`config.mk`:
```
export PLATFORM = sky130hd
export DESIGN_NAME = motor_drive_ctrl
export DESIGN_NICKNAME = d
export VERILOG_FILES = /design/src/rtl/motor_drive_ctrl.sv
export SDC_FILE = /design/constraint.sdc
export NUM_CORES = 1
export LEC_CHECK = 0
export CAP_MARGIN = 5
export CORE_ASPECT_RATIO = 0.6
export CORE_UTILIZATION = 55
export CTS_CLUSTER_SIZE = 12
export DETAILED_ROUTE_END_ITERATION = 8
export PLACE_DENSITY_LB_ADDON = 0.3
export SLEW_MARGIN = 20
export SYNTH_ARGS = -nofsm -noshare
export SYNTH_HDL_FRONTEND = slang
export SYNTH_SLANG_ARGS = --single-unit
```
`constraint.sdc`:
```
create_clock -name clk -period 3.9 [get_ports clk]
set_input_delay 0.78 -clock clk [delete_from_list [all_inputs] [get_ports clk]]
set_output_delay 0.78 -clock clk [all_outputs]
set_load 0.005 [all_outputs]
```
`src/rtl/motor_drive_ctrl.sv`:
```
// Two-wheel H-bridge drive: turns direction-FSM codes into ramped, dead-timed
// PWM and direction pins for the left and right motors.

module motor_drive_wheel #(
    parameter int unsigned RAMP_STEP = 4,
    parameter int unsigned DEADTIME  = 50000
) (
    input  logic       clk,
    input  logic       reset,
    input  logic       estop,
    input  logic       ramp_tick,
    input  logic [7:0] pwm_cnt,
    input  logic [7:0] tgt_mag,
    input  logic       tgt_fwd,
    output logic       pwm,
    output logic       fwd,
    output logic       on_target
);
    localparam int unsigned DEAD_W = (DEADTIME > 1) ? $clog2(DEADTIME) : 1;
    localparam logic [DEAD_W-1:0] DEAD_LAST = DEAD_W'(DEADTIME - 1);
    localparam logic [7:0] STEP = 8'(RAMP_STEP);

    typedef enum logic {W_RUN, W_DEAD} wheel_state_t;

    wheel_state_t      state, state_n;
    logic [7:0]        mag, mag_n;
    logic              fwd_n;
    logic [DEAD_W-1:0] dead_cnt, dead_n;
    logic              agrees;

    // A zero target never asks for a reversal, so the current dir is kept.
    assign agrees    = (tgt_mag == 8'd0) || (tgt_fwd == fwd);
    assign on_target = (state == W_RUN) && (mag == tgt_mag) && agrees;

    // NOTE: every always_comb output gets a default first so no latch is inferred.
    always_comb begin
        state_n = state;
        mag_n   = mag;
        fwd_n   = fwd;
        dead_n  = dead_cnt;
        if (estop) begin
            state_n = W_RUN;
            mag_n   = 8'd0;
            dead_n  = '0;
        end else begin
            case (state)
                W_RUN: begin
                    if (ramp_tick) begin
                        if (agrees) begin
                            if (mag < tgt_mag)
                                mag_n = ((tgt_mag - mag) > STEP) ? mag + STEP : tgt_mag;
                            else if (mag > tgt_mag)
                                mag_n = ((mag - tgt_mag) > STEP) ? mag - STEP : tgt_mag;
                        end else if (mag != 8'd0) begin
                            mag_n = (mag > STEP) ? mag - STEP : 8'd0;
                        end else begin
                            state_n = W_DEAD;
                            dead_n  = '0;
                        end
                    end
                end
                W_DEAD: begin
                    if (agrees) begin
                        state_n = W_RUN;
                        dead_n  = '0;
                    end else if (dead_cnt == DEAD_LAST) begin
                        state_n = W_RUN;
                        fwd_n   = ~fwd;
                        dead_n  = '0;
                    end else begin
                        dead_n = dead_cnt + 1'b1;
                    end
                end
                default: state_n = W_RUN;
            endcase
        end
    end

    // NOTE: sequential state uses non-blocking assignments so every register samples pre-edge values.
    always_ff @(posedge clk) begin
        if (reset) begin
            state    <= W_RUN;
            mag      <= 8'd0;
            fwd      <= 1'b1;
            dead_cnt <= '0;
            pwm      <= 1'b0;
        end else begin
            state    <= state_n;
            mag      <= mag_n;
            fwd      <= fwd_n;
            dead_cnt <= dead_n;
            pwm      <= (pwm_cnt < mag);
        end
    end
endmodule

module motor_drive_ctrl #(
    parameter int unsigned PWM_DIV     = 8,
    parameter int unsigned RAMP_DIV    = 50000,
    parameter int unsigned RAMP_STEP   = 4,
    parameter int unsigned DEADTIME    = 50000,
    parameter logic [7:0]  CRUISE_DUTY = 8'd180,
    parameter logic [7:0]  TURN_DUTY   = 8'd140
) (
    input  logic       clk,
    input  logic       reset,
    input  logic [3:0] direction,
    input  logic       estop,
    output logic       left_pwm,
    output logic       left_dir,
    output logic       right_pwm,
    output logic       right_dir,
    output logic       at_speed
);
    localparam int unsigned PRE_W  = (PWM_DIV > 1) ? $clog2(PWM_DIV) : 1;
    localparam int unsigned RAMP_W = (RAMP_DIV > 1) ? $clog2(RAMP_DIV) : 1;
    localparam logic [PRE_W-1:0]  PRE_LAST  = PRE_W'(PWM_DIV - 1);
    localparam logic [RAMP_W-1:0] RAMP_LAST = RAMP_W'(RAMP_DIV - 1);

    logic [3:0]        direction_q;
    logic [PRE_W-1:0]  pwm_pre;
    logic [7:0]        pwm_cnt;
    logic [RAMP_W-1:0] ramp_cnt;
    logic              ramp_tick;
    logic [7:0]        l_tgt_mag, r_tgt_mag;
    logic              l_tgt_fwd, r_tgt_fwd;
    logic              l_ok, r_ok;

    assign ramp_tick = (ramp_cnt == RAMP_LAST);

    always_comb begin
        l_tgt_mag = 8'd0;
        r_tgt_mag = 8'd0;
        l_tgt_fwd = 1'b1;
        r_tgt_fwd = 1'b1;
        case (direction_q)
            4'd1, 4'd3: begin
                l_tgt_mag = CRUISE_DUTY;
                r_tgt_mag = CRUISE_DUTY;
            end
            4'd5, 4'd7: begin
                l_tgt_mag = CRUISE_DUTY;
                r_tgt_mag = CRUISE_DUTY;
                l_tgt_fwd = 1'b0;
                r_tgt_fwd = 1'b0;
            end
            4'd2: begin
                l_tgt_mag = TURN_DUTY;
                r_tgt_mag = TURN_DUTY;
                l_tgt_fwd = 1'b0;
            end
            4'd6: begin
                r_tgt_mag = TURN_DUTY;
                r_tgt_fwd = 1'b0;
            end
            4'd8: begin
                l_tgt_mag = TURN_DUTY;
                r_tgt_mag = TURN_DUTY;
                r_tgt_fwd = 1'b0;
            end
            default: ;
        endcase
    end

    // The PWM counter keeps running through estop; only the ramp timebase restarts.
    always_ff @(posedge clk) begin
        if (reset) begin
            direction_q <= 4'd0;
            pwm_pre     <= '0;
            pwm_cnt     <= 8'd0;
            ramp_cnt    <= '0;
            at_speed    <= 1'b0;
        end else begin
            direction_q <= direction;
            at_speed    <= l_ok && r_ok;
            if (pwm_pre == PRE_LAST) begin
                pwm_pre <= '0;
                pwm_cnt <= pwm_cnt + 8'd1;
            end else begin
                pwm_pre <= pwm_pre + 1'b1;
            end
            if (estop || ramp_tick)
                ramp_cnt <= '0;
            else
                ramp_cnt <= ramp_cnt + 1'b1;
        end
    end

    motor_drive_wheel #(.RAMP_STEP(RAMP_STEP), .DEADTIME(DEADTIME)) u_left (
        .clk       (clk),
        .reset     (reset),
        .estop     (estop),
        .ramp_tick (ramp_tick),
        .pwm_cnt   (pwm_cnt),
        .tgt_mag   (l_tgt_mag),
        .tgt_fwd   (l_tgt_fwd),
        .pwm       (left_pwm),
        .fwd       (left_dir),
        .on_target (l_ok)
    );

    motor_drive_wheel #(.RAMP_STEP(RAMP_STEP), .DEADTIME(DEADTIME)) u_right (
        .clk       (clk),
        .reset     (reset),
        .estop     (estop),
        .ramp_tick (ramp_tick),
        .pwm_cnt   (pwm_cnt),
        .tgt_mag   (r_tgt_mag),
        .tgt_fwd   (r_tgt_fwd),
        .pwm       (right_pwm),
        .fwd       (right_dir),
        .on_target (r_ok)
    );
endmodule

```
==> results of run 1 <==
## cell families after synthesis
family	synth area share [%]
simple gates	27.7
compound gates	18.5
flops	29.2
buf+inv	4.32
xor+xnor	7.95
fa+ha+maj	11.0
mux	1.27
## synthesized netlist by cell type (all sizes together), types with 8 or more instances
cell | number | area [µm²]
o21ai | 31 | 155
nor3 | 21 | 105
xnor2 | 25 | 219
nor2 | 75 | 282
nor3b | 9 | 67.6
xor2 | 26 | 228
nand3 | 33 | 165
nor2b | 13 | 81.3
ha | 46 | 576
and3 | 24 | 155
dfxtp | 82 | 1640
a21oi | 50 | 250
buf | 9 | 70.1
nand4 | 17 | 106
clkbuf | 22 | 82.6
nand2 | 50 | 190
nor4 | 8 | 56.3
nand2b | 11 | 68.8
inv | 24 | 90.1
a21o | 9 | 67.6
## layout make-up
type	instances	area, µm²
fillers	876	3800
clock buffers	9	225
repair buffers	18	163
clock inverters	7	55.1
flip-flops and latches	82	1640
well taps	135	169
inverters	24	90.1
multi-input cells	561	3730
## per-stage QoR
step                cell area (µm²)  util (%)  power, mW
floorplan                      5620         -       1.04
global placement               5790      58.6       1.09
detailed placement             5790      58.6       1.09
CTS                            6070      61.5       1.88
global route                   6070      61.5       1.95
finish                         6070      61.5       1.88
## metal layers
metal	track usage (%)	up-vias
li1	-	2509
met1	39.3	2425
met2	39.7	173
met3	5.68	12
met4	7.59	0
met5	0	-
## how the worst min path moves through the flow
stage,startpoint,slack [ns],endpoint,depth (start not counted)
2_1_floorplan,pwm_pre[0]$_SDFF_PP0_,0.40,pwm_pre[0]$_SDFF_PP0_,1
3_3_place_gp,pwm_pre[0]$_SDFF_PP0_,0.41,pwm_pre[0]$_SDFF_PP0_,1
3_5_place_dp,pwm_pre[0]$_SDFF_PP0_,0.44,pwm_pre[0]$_SDFF_PP0_,1
4_1_cts,pwm_pre[0]$_SDFF_PP0_,0.45,pwm_pre[0]$_SDFF_PP0_,1
5_1_grt,pwm_pre[0]$_SDFF_PP0_,0.47,pwm_pre[0]$_SDFF_PP0_,1
6_report,pwm_pre[0]$_SDFF_PP0_,0.45,pwm_pre[0]$_SDFF_PP0_,1
## state kept, by name (all words and copies together), names as in the netlist
signal and flops:
ramp_cnt 16, u_left.dead_cnt 16, u_right.dead_cnt 16, pwm_cnt 8, u_left.mag 6, u_right.mag 6, direction_q 4, pwm_pre 3
at_speed 1, u_left.fwd 1, u_left.pwm 1, u_left.state 1, u_right.fwd 1, u_right.pwm 1, u_right.state 1
## power by group through the flow
stage | sequential [mW] | clock [mW] | combinational [mW]
after global placement | 0.869 | 0 | 0.219
final | 0.851 | 0.793 | 0.231
after floorplan | 0.866 | 0 | 0.174
after CTS | 0.851 | 0.806 | 0.226
after global routing | 0.851 | 0.843 | 0.252
after detailed placement | 0.870 | 0 | 0.224
==> results, run 1 <==
- The run finished with clean final reports.
- The routed length on met3 is between 800 and 900 µm.
- The end point of the critical path is u_left.mag[3]$_SDFFE_PP0P_.
- The clock insertion delay at the later pin of the skew report is roughly 0.34 ns.
- The most prevalent standard cell on the critical path is sky130_fd_sc_hd__a21oi_1.
- The post-detailed-routing wire length is 13.7 mm.
- Across the run, the number of max-cap violations was 0.
- The clock tree skew after final layout is 0.00519 ns.
- The via count of the first global-routing pass is 4658.
- The critical path's top delay family is simple AND/OR/NAND/NOR gates.
- The number of synthesized register bits is just over 80.
- In the final routed layout, each cell accounts on average for about 16 µm.
- The number of hold violations in the final report came to 0.
- The floorplan step defined a core boundary enclosing around 9900 µm².
- The critical-path cell with the highest stage delay is sky130_fd_sc_hd__nor4_2.
- Dividing the final minimum period by the clock period gives between 80 and 90%.
- Of the total power, the clock network draws a little over two fifths.
- The clock period could shrink to 3.51 ns.
- The number of instances in the placed design is about 800.
- Synthesis produced a netlist with a net count of 753.
- Setup repair after global routing left no endpoint under its margin.
- The worst-case headroom to the max-slew limit is 51.7%.
- Across the VDD grid, the largest voltage drop is 0.226 mV.
- The number of placed I/O pins is 12.
- The count of yosys warnings during synthesis is 0.
- Leaving out fill and tap cells, the most frequent cell in the layout is sky130_fd_sc_hd__dfxtp_1.
- The number of antenna violations at the first check in global routing is 0.
- The analysis attributes to cell leakage a power of 2.24 nW.
- The final cell count without fillers is 836.
- The average instance area after synthesis is 8.04 µm².
- Detailed placement finished with a half-perimeter wire length of 10.1 mm.
- In the layout the commonest cells are 82 x sky130_fd_sc_hd__dfxtp_1, 75 x sky130_fd_sc_hd__nor2_1, 50 x sky130_fd_sc_hd__a21oi_1.
- The worst setup path is launched from a register.
- The number of buffers and inverters on the critical path is 2.
- At the pin with the least slew margin, the transition time is 0.714 ns.
- For this run, the leading register cell type out of synthesis is sky130_fd_sc_hd__dfxtp_1.
- The fraction of power spent switching nets is 26.8%.
- The height of the die is 80.3 µm.
- The power per unit of standard cell area is 309 nW/µm².
- The number of buffers inserted during clock tree synthesis is 9.
- The final worst hold slack is 0.451 ns.
- The total global routing overflow is 0.
- The end of the worst register-to-register path is u_left.mag[3]$_SDFFE_PP0P_.
- The stage delay of the slowest cell on the critical path is roughly 0.52 ns.
- The depth of the worst register-to-register path is 13.
- In the final routing, the length of wire on met1 measures 7.01 mm.
- The register-to-register setup slack is ~0.39 ns.
- The number of max-slew violations in the final report is 0.
- The detailed router used layers up to and including met4.
- Setup total negative slack on the finished layout was measured at 0 ns.
- The initial utilization of the core area, before any placement, comes to 56.8%.
- The routed layout has 5119 vias.
- The clock drives 82 sinks.
- Yosys mapped a number of flops with a built-in enable equal to 0.
- The number of setup buffers added after CTS is 0.
- The growth of design area from synthesis to finish is 8.18%.
- The analysis attributes to net switching a power of slightly above 0.5 mW.
- From left edge to right edge, the die measures 132 µm.
- The worst endpoint data arrival time is 3.77 ns.
- In this run, post-CTS hold repair placed 0 buffers.
- The clock passes through at most 2 buffers.
- Setup violations remaining at the end of the flow were counted as 0.
- Sequential elements use 29.2% of the synthesized area.
- The first global-routing pass estimated 22.9 mm of wire.
- In this run, flip-flops and latches consume 45.4% of the power.
- After technology mapping, the gate count stands at around 700.
- The fraction of layout cells with a size suffix above 1 is 5.42%.
- The total global-route track usage is a little over a quarter.
- The start-to-end type of the worst setup path is register to register.
- The critical path goes through inv_1 -> nand2_1 -> o21ai_0 -> buf_4 -> ha_1 -> fa_1 -> nand2b_1 -> a21oi_1 -> xnor2_1 -> nor4_2 -> a21oi_1 -> or3_1 -> a31oi_1.
- The number of placement rows is 28.
- TritonCTS built the clock tree.
- The post-detailed-route via-to-cell ratio is 6.12.
- After detailed routing, the number of remaining DRC violations is 0.
- The number of distinct library cells after synthesis is 69.
- The fraction of registers with async set or reset after synthesis is 0%.
- The floorplan step defined a die boundary enclosing 10600 µm².
- The H-tree was split into 3 levels.
- In this run, post-CTS repair resized a total of 0 instances.
- Port buffering added 11 buffers.
- The count of antenna-violating nets left after detailed routing is 0.
- The cell-internal power is between 1 and 1.5 mW.
- The final layout contains 751 nets.
- CTS placed an instance of sky130_fd_sc_hd__clkbuf_16 at the clock tree root.
- The endpoint class of the critical path is a register.
- Of all nets on the critical path, the largest fanout is 7.
- The critical path depth is 13.
- The worst hold path class is register to register.
- The number of antenna diodes in the final layout is 0.
- The maximum number of pins on one net before global-route repair is 33.
- At the end of routability-driven placement, the weighted congestion stood at 0.981.
- The worst register-to-register path begins at direction_q[3]$_SDFF_PP0_.
- The clock transition at the registers of the reported paths is 0.06 ns.
- Combinational cells account for 12.3% of the total power.
- Setup slack closes at 0.391 ns.
- Tracing the worst setup path back leads to its startpoint at direction_q[3]$_SDFF_PP0_.
- Before antenna repair, the detailed router went through 5 iterations.
- Derived from the worst setup path, the maximum achievable clock frequency is 285 MHz.
- The post-synthesis instance area is 5620 µm².
- Detailed routing placed a total of 5.63 mm of wire on met2.
- The data required time of the critical path is 4.17 ns.
- OpenSTA, run right after detailed placement, puts the worst setup slack at approximately 0.5 ns.
- For this block, the initial DRC count from the detailed router was 608.
(Power assumes the default switching activity.)
==> run 2: changes to the inputs <==
--- a/config.mk
+++ b/config.mk
@@ -11,7 +11,6 @@
 export CTS_CLUSTER_SIZE = 12
 export DETAILED_ROUTE_END_ITERATION = 8
 export PLACE_DENSITY_LB_ADDON = 0.3
-export SLEW_MARGIN = 20
 export SYNTH_ARGS = -nofsm -noshare
 export SYNTH_HDL_FRONTEND = slang
 export SYNTH_SLANG_ARGS = --single-unit
==> results of run 2 <==
The final DEF is identical to that of run 1; final timing and power are the same.
==> run 3: changes to the inputs <==
--- a/config.mk
+++ b/config.mk
@@ -7,10 +7,11 @@
 export LEC_CHECK = 0
 export CAP_MARGIN = 5
 export CORE_ASPECT_RATIO = 0.6
-export CORE_UTILIZATION = 55
+export CORE_UTILIZATION = 41
 export CTS_CLUSTER_SIZE = 12
 export DETAILED_ROUTE_END_ITERATION = 8
 export PLACE_DENSITY_LB_ADDON = 0.3
+export SKIP_CTS_REPAIR_TIMING = 1
 export SYNTH_ARGS = -nofsm -noshare
 export SYNTH_HDL_FRONTEND = slang
 export SYNTH_SLANG_ARGS = --single-unit
==> run 3 against run 2 <==
Net effect: sequential share of layout area fell by 0.28 points; power increased by 4.4%; setup slack got worse by 0.0060 ns; first-iteration DRC count fell by 27%; register-to-register slack hardly changed; global-route usage decreased by 6.8 points; cell area grew 1.0%; die area increased by 33%; final cell count up 4.1%; clock-buffer cell count increased by 4; wire length increased by 1.9%; critical endpoint is now u_left.mag[5]$_SDFFE_PP0P_; largest cell class unchanged; highest routed layer unchanged.
==> results, run 3 (synthesis results as in run 1) <==
- The worst register-to-register path ends at u_left.mag[5]$_SDFFE_PP0P_.
- The final worst slack is 0.385 ns (-0.00600 ns).
- The number of buffers inserted during clock tree synthesis was 9 (unchanged).
- The number of antenna violations at the first check in global routing was 0 (unchanged).
- The number of hold violations in the final report is 0 (unchanged).
- The number of port buffers is 11 (unchanged).
- The highest net fanout along the worst path was 11 (+4).
- The worst-case headroom to the max-slew limit came to 50.6% (-1.1 points).
- The area of the die is 14200 µm² (+33%).
- STA classifies the critical path startpoint as a register.
- The total power is 1.96 mW (+4.4%).
- The width of the die is 153 µm (+16%).
- The height of the die is 92.7 µm (+15%).
- The shortest period the worst path allows came to 3.51 ns (+0.00601 ns).
- The final net count is 750 (-0.13%).
- The worst setup path is captured at a register.
- The final cell utilization of the core came to 46.9% (-15 points).
- The total leakage power is 2.25 nW (+0.44%).
- Setup repair after global routing left no endpoint under its margin.
- From synthesis to final layout, the design area changed by 9.29%.
- The clock insertion delay at the later pin of the skew report is 0.34 ns (about the same).
- The total via count in the routed design is 5196 (+1.5%).
- The count of antenna-violating nets left after detailed routing was 0 (unchanged).
- The post-detailed-routing wire length came to 13.9 mm (+1.9%).
- The transition time at the pin with the least slew margin is 0.738 ns (+0.0238 ns).
- The number of buffers on the longest clock path is 2 (unchanged).
- The cell depth of the worst min-delay path is 1 (unchanged).
- The number of maximum-capacitance constraint violations is 0 (unchanged).
- The clock tree skew after final layout was 0.00740 ns (+0.00221 ns).
- For hold timing, the worst endpoint is pwm_pre[0]$_SDFF_PP0_.
- The post-route DRC violation count is 0 (unchanged).
- Leaving out fill and tap cells, the most frequent cell in the layout is sky130_fd_sc_hd__dfxtp_1.
- The clock transition at the registers of the reported paths is 0.06 ns (about the same).
- The number of placed I/O pins is 12 (unchanged).
- The TritonCTS clock tree is built.
- In the layout the commonest cells are 82 x sky130_fd_sc_hd__dfxtp_1, 75 x sky130_fd_sc_hd__nor2_1, 50 x sky130_fd_sc_hd__a21oi_1.
- The total global routing overflow is 0 (unchanged).
- In this run the most critical hold path is launched from pwm_pre[0]$_SDFF_PP0_.
- The antenna diode instance count is 0 (unchanged).
- The run finished with clean final reports.
- The total global-route track usage was 20.2% (-6.8 points).
- The placed wire-length estimate came to 10.2 mm (+1.9%).
- The fmax was 285 MHz (-0.17%).
- The fraction of layout cells with a size suffix above 1 was 4.86% (-0.56 points).
- The worst hold path belongs to the class register to register.
- In the final layout, the registers with the most flip-flops are ramp_cnt (16), u_left.dead_cnt (16), u_right.dead_cnt (16).
- The effective utilization at floorplan came to 42.9% (-14 points).
- The worst endpoint data arrival time is 3.70 ns (-0.07 ns).
- The depth of the worst register-to-register path is 12 (-1).
- The number of endpoints failing setup at the final stage is 0 (unchanged).
- The final critical-path share of the clock period is 90.1% (+0.15 points).
- The data required time of the critical path is 4.09 ns (-0.08 ns).
- The number of filler cells placed in the layout was 1258 (+44%).
- The detail-routed net length per standard cell is 16.0 µm (-2.1%).
- The number of placement rows was 32 (+14%).
- The number of H-tree branching levels is 3 (unchanged).
- The post-detailed-route via-to-cell ratio is 5.97 (-2.5%).
- The iteration-0 DRC count of the detailed router is 446 (-27%).
- The maximum ir drop on the vdd rail is 0.181 mV (-20%).
- The sink count of the clock tree is 82 (unchanged).
- The maximum number of pins on one net before global-route repair was 33 (unchanged).
- The minimum setup slack after placement is 0.431 ns (-0.0624 ns).
- The number of max-slew violations in the final report was 0 (unchanged).
- The via count of the first global-routing pass is 4537 (-2.6%).
- The routability-driven placement congestion ratio is 0.992 (+1.2%).
- The power per unit of standard cell area is 319 nW/µm² (+3.4%).
- The cell sitting at the root of the clock tree is a sky130_fd_sc_hd__clkbuf_16.
- The number of search-and-repair iterations in the first detailed-routing pass came to 5 (unchanged).
- The startpoint identified for the worst register-to-register timing path is direction_q[0]$_SDFF_PP0_.
- The sum of negative setup slack was 0 ns (unchanged).
- The global-route wire length before repair was 23.1 mm (+0.93%).
- The register-to-register setup slack was 0.39 ns (about the same).
- The core outline area came to 13100 µm² (+33%).
- The start-to-end type of the worst setup path is register to register.
[run 3: cell types whose count changed in the layout (fill, tap and decap cells not counted), sizes merged]
cell / delta
clkinvlp: -2
clkinv: -3
bufinv: +1
buf: -1
clkbuf: +4
[run 3: worst max-delay path, cell delays in order (launching register included)]
cell,delay (ns)
sky130_fd_sc_hd__dfxtp_1,0.54
sky130_fd_sc_hd__nand2_1,0.32
sky130_fd_sc_hd__o21ai_0,0.18
sky130_fd_sc_hd__buf_4,0.17
sky130_fd_sc_hd__ha_1,0.21
sky130_fd_sc_hd__fa_1,0.22
sky130_fd_sc_hd__nand2b_1,0.15
sky130_fd_sc_hd__nand2b_1,0.06
sky130_fd_sc_hd__a311oi_1,0.53
sky130_fd_sc_hd__nand3b_1,0.23
sky130_fd_sc_hd__and3_1,0.43
sky130_fd_sc_hd__mux2i_1,0.23
sky130_fd_sc_hd__o32ai_1,0.09
[run 3: worst max path at each step]
stage,startpoint,to,cells past startpoint
5_1_grt,direction_q[0]$_SDFF_PP0_,u_left.mag[5]$_SDFFE_PP0P_,12
4_1_cts,direction_q[3]$_SDFF_PP0_,u_left.mag[3]$_SDFFE_PP0P_,13
6_report,direction_q[0]$_SDFF_PP0_,u_left.mag[5]$_SDFFE_PP0P_,12
3_3_place_gp,direction_q[3]$_SDFF_PP0_,u_left.mag[3]$_SDFFE_PP0P_,13
3_5_place_dp,direction_q[3]$_SDFF_PP0_,u_left.mag[3]$_SDFFE_PP0P_,13
2_1_floorplan,direction_q[1]$_SDFF_PP0_,u_left.mag[5]$_SDFFE_PP0P_,13
[run 3: layout make-up]
cell class | count | area, µm² | share of cell area (%)
multi-input cells | 561 | 3740 | 60.9
flip-flops and latches | 82 | 1640 | 26.7
clock buffers | 13 | 250 | 4.08
well taps | 170 | 213 | 3.47
repair buffers | 17 | 155 | 2.53
inverters | 24 | 90.1 | 1.47
clock inverters | 3 | 47.5 | 0.775
[run 3: per-stage QoR]
| step | instances | hold slack [ns] | instance area, µm² |
|---|---|---|---|
| detailed placement | 854 | 0.433 | 5830 |
| global placement | 854 | 0.413 | 5830 |
| finish | 870 | 0.434 | 6140 |
| CTS | 870 | 0.441 | 6130 |
| floorplan | 698 | 0.404 | 5620 |
| global route | 870 | 0.446 | 6140 |
[run 3: per-layer routing]
| metal | share of wire, % | GRT usage, % |
|---|---|---|
| met1 | 48 | 29.2 |
| met2 | 40 | 28.3 |
| met3 | 10 | 6.36 |
| met4 | 1.0 | 5.64 |
| met5 | 0 | 0 |
[run 3: power by group]
part / total [mW] / internal, mW / switching [mW]
clock: 0.874 / 0.519 / 0.355
combinational: 0.234 / 0.0924 / 0.142
sequential: 0.851 / 0.843 / 0.00740
total: 1.96 / 1.45 / 0.504
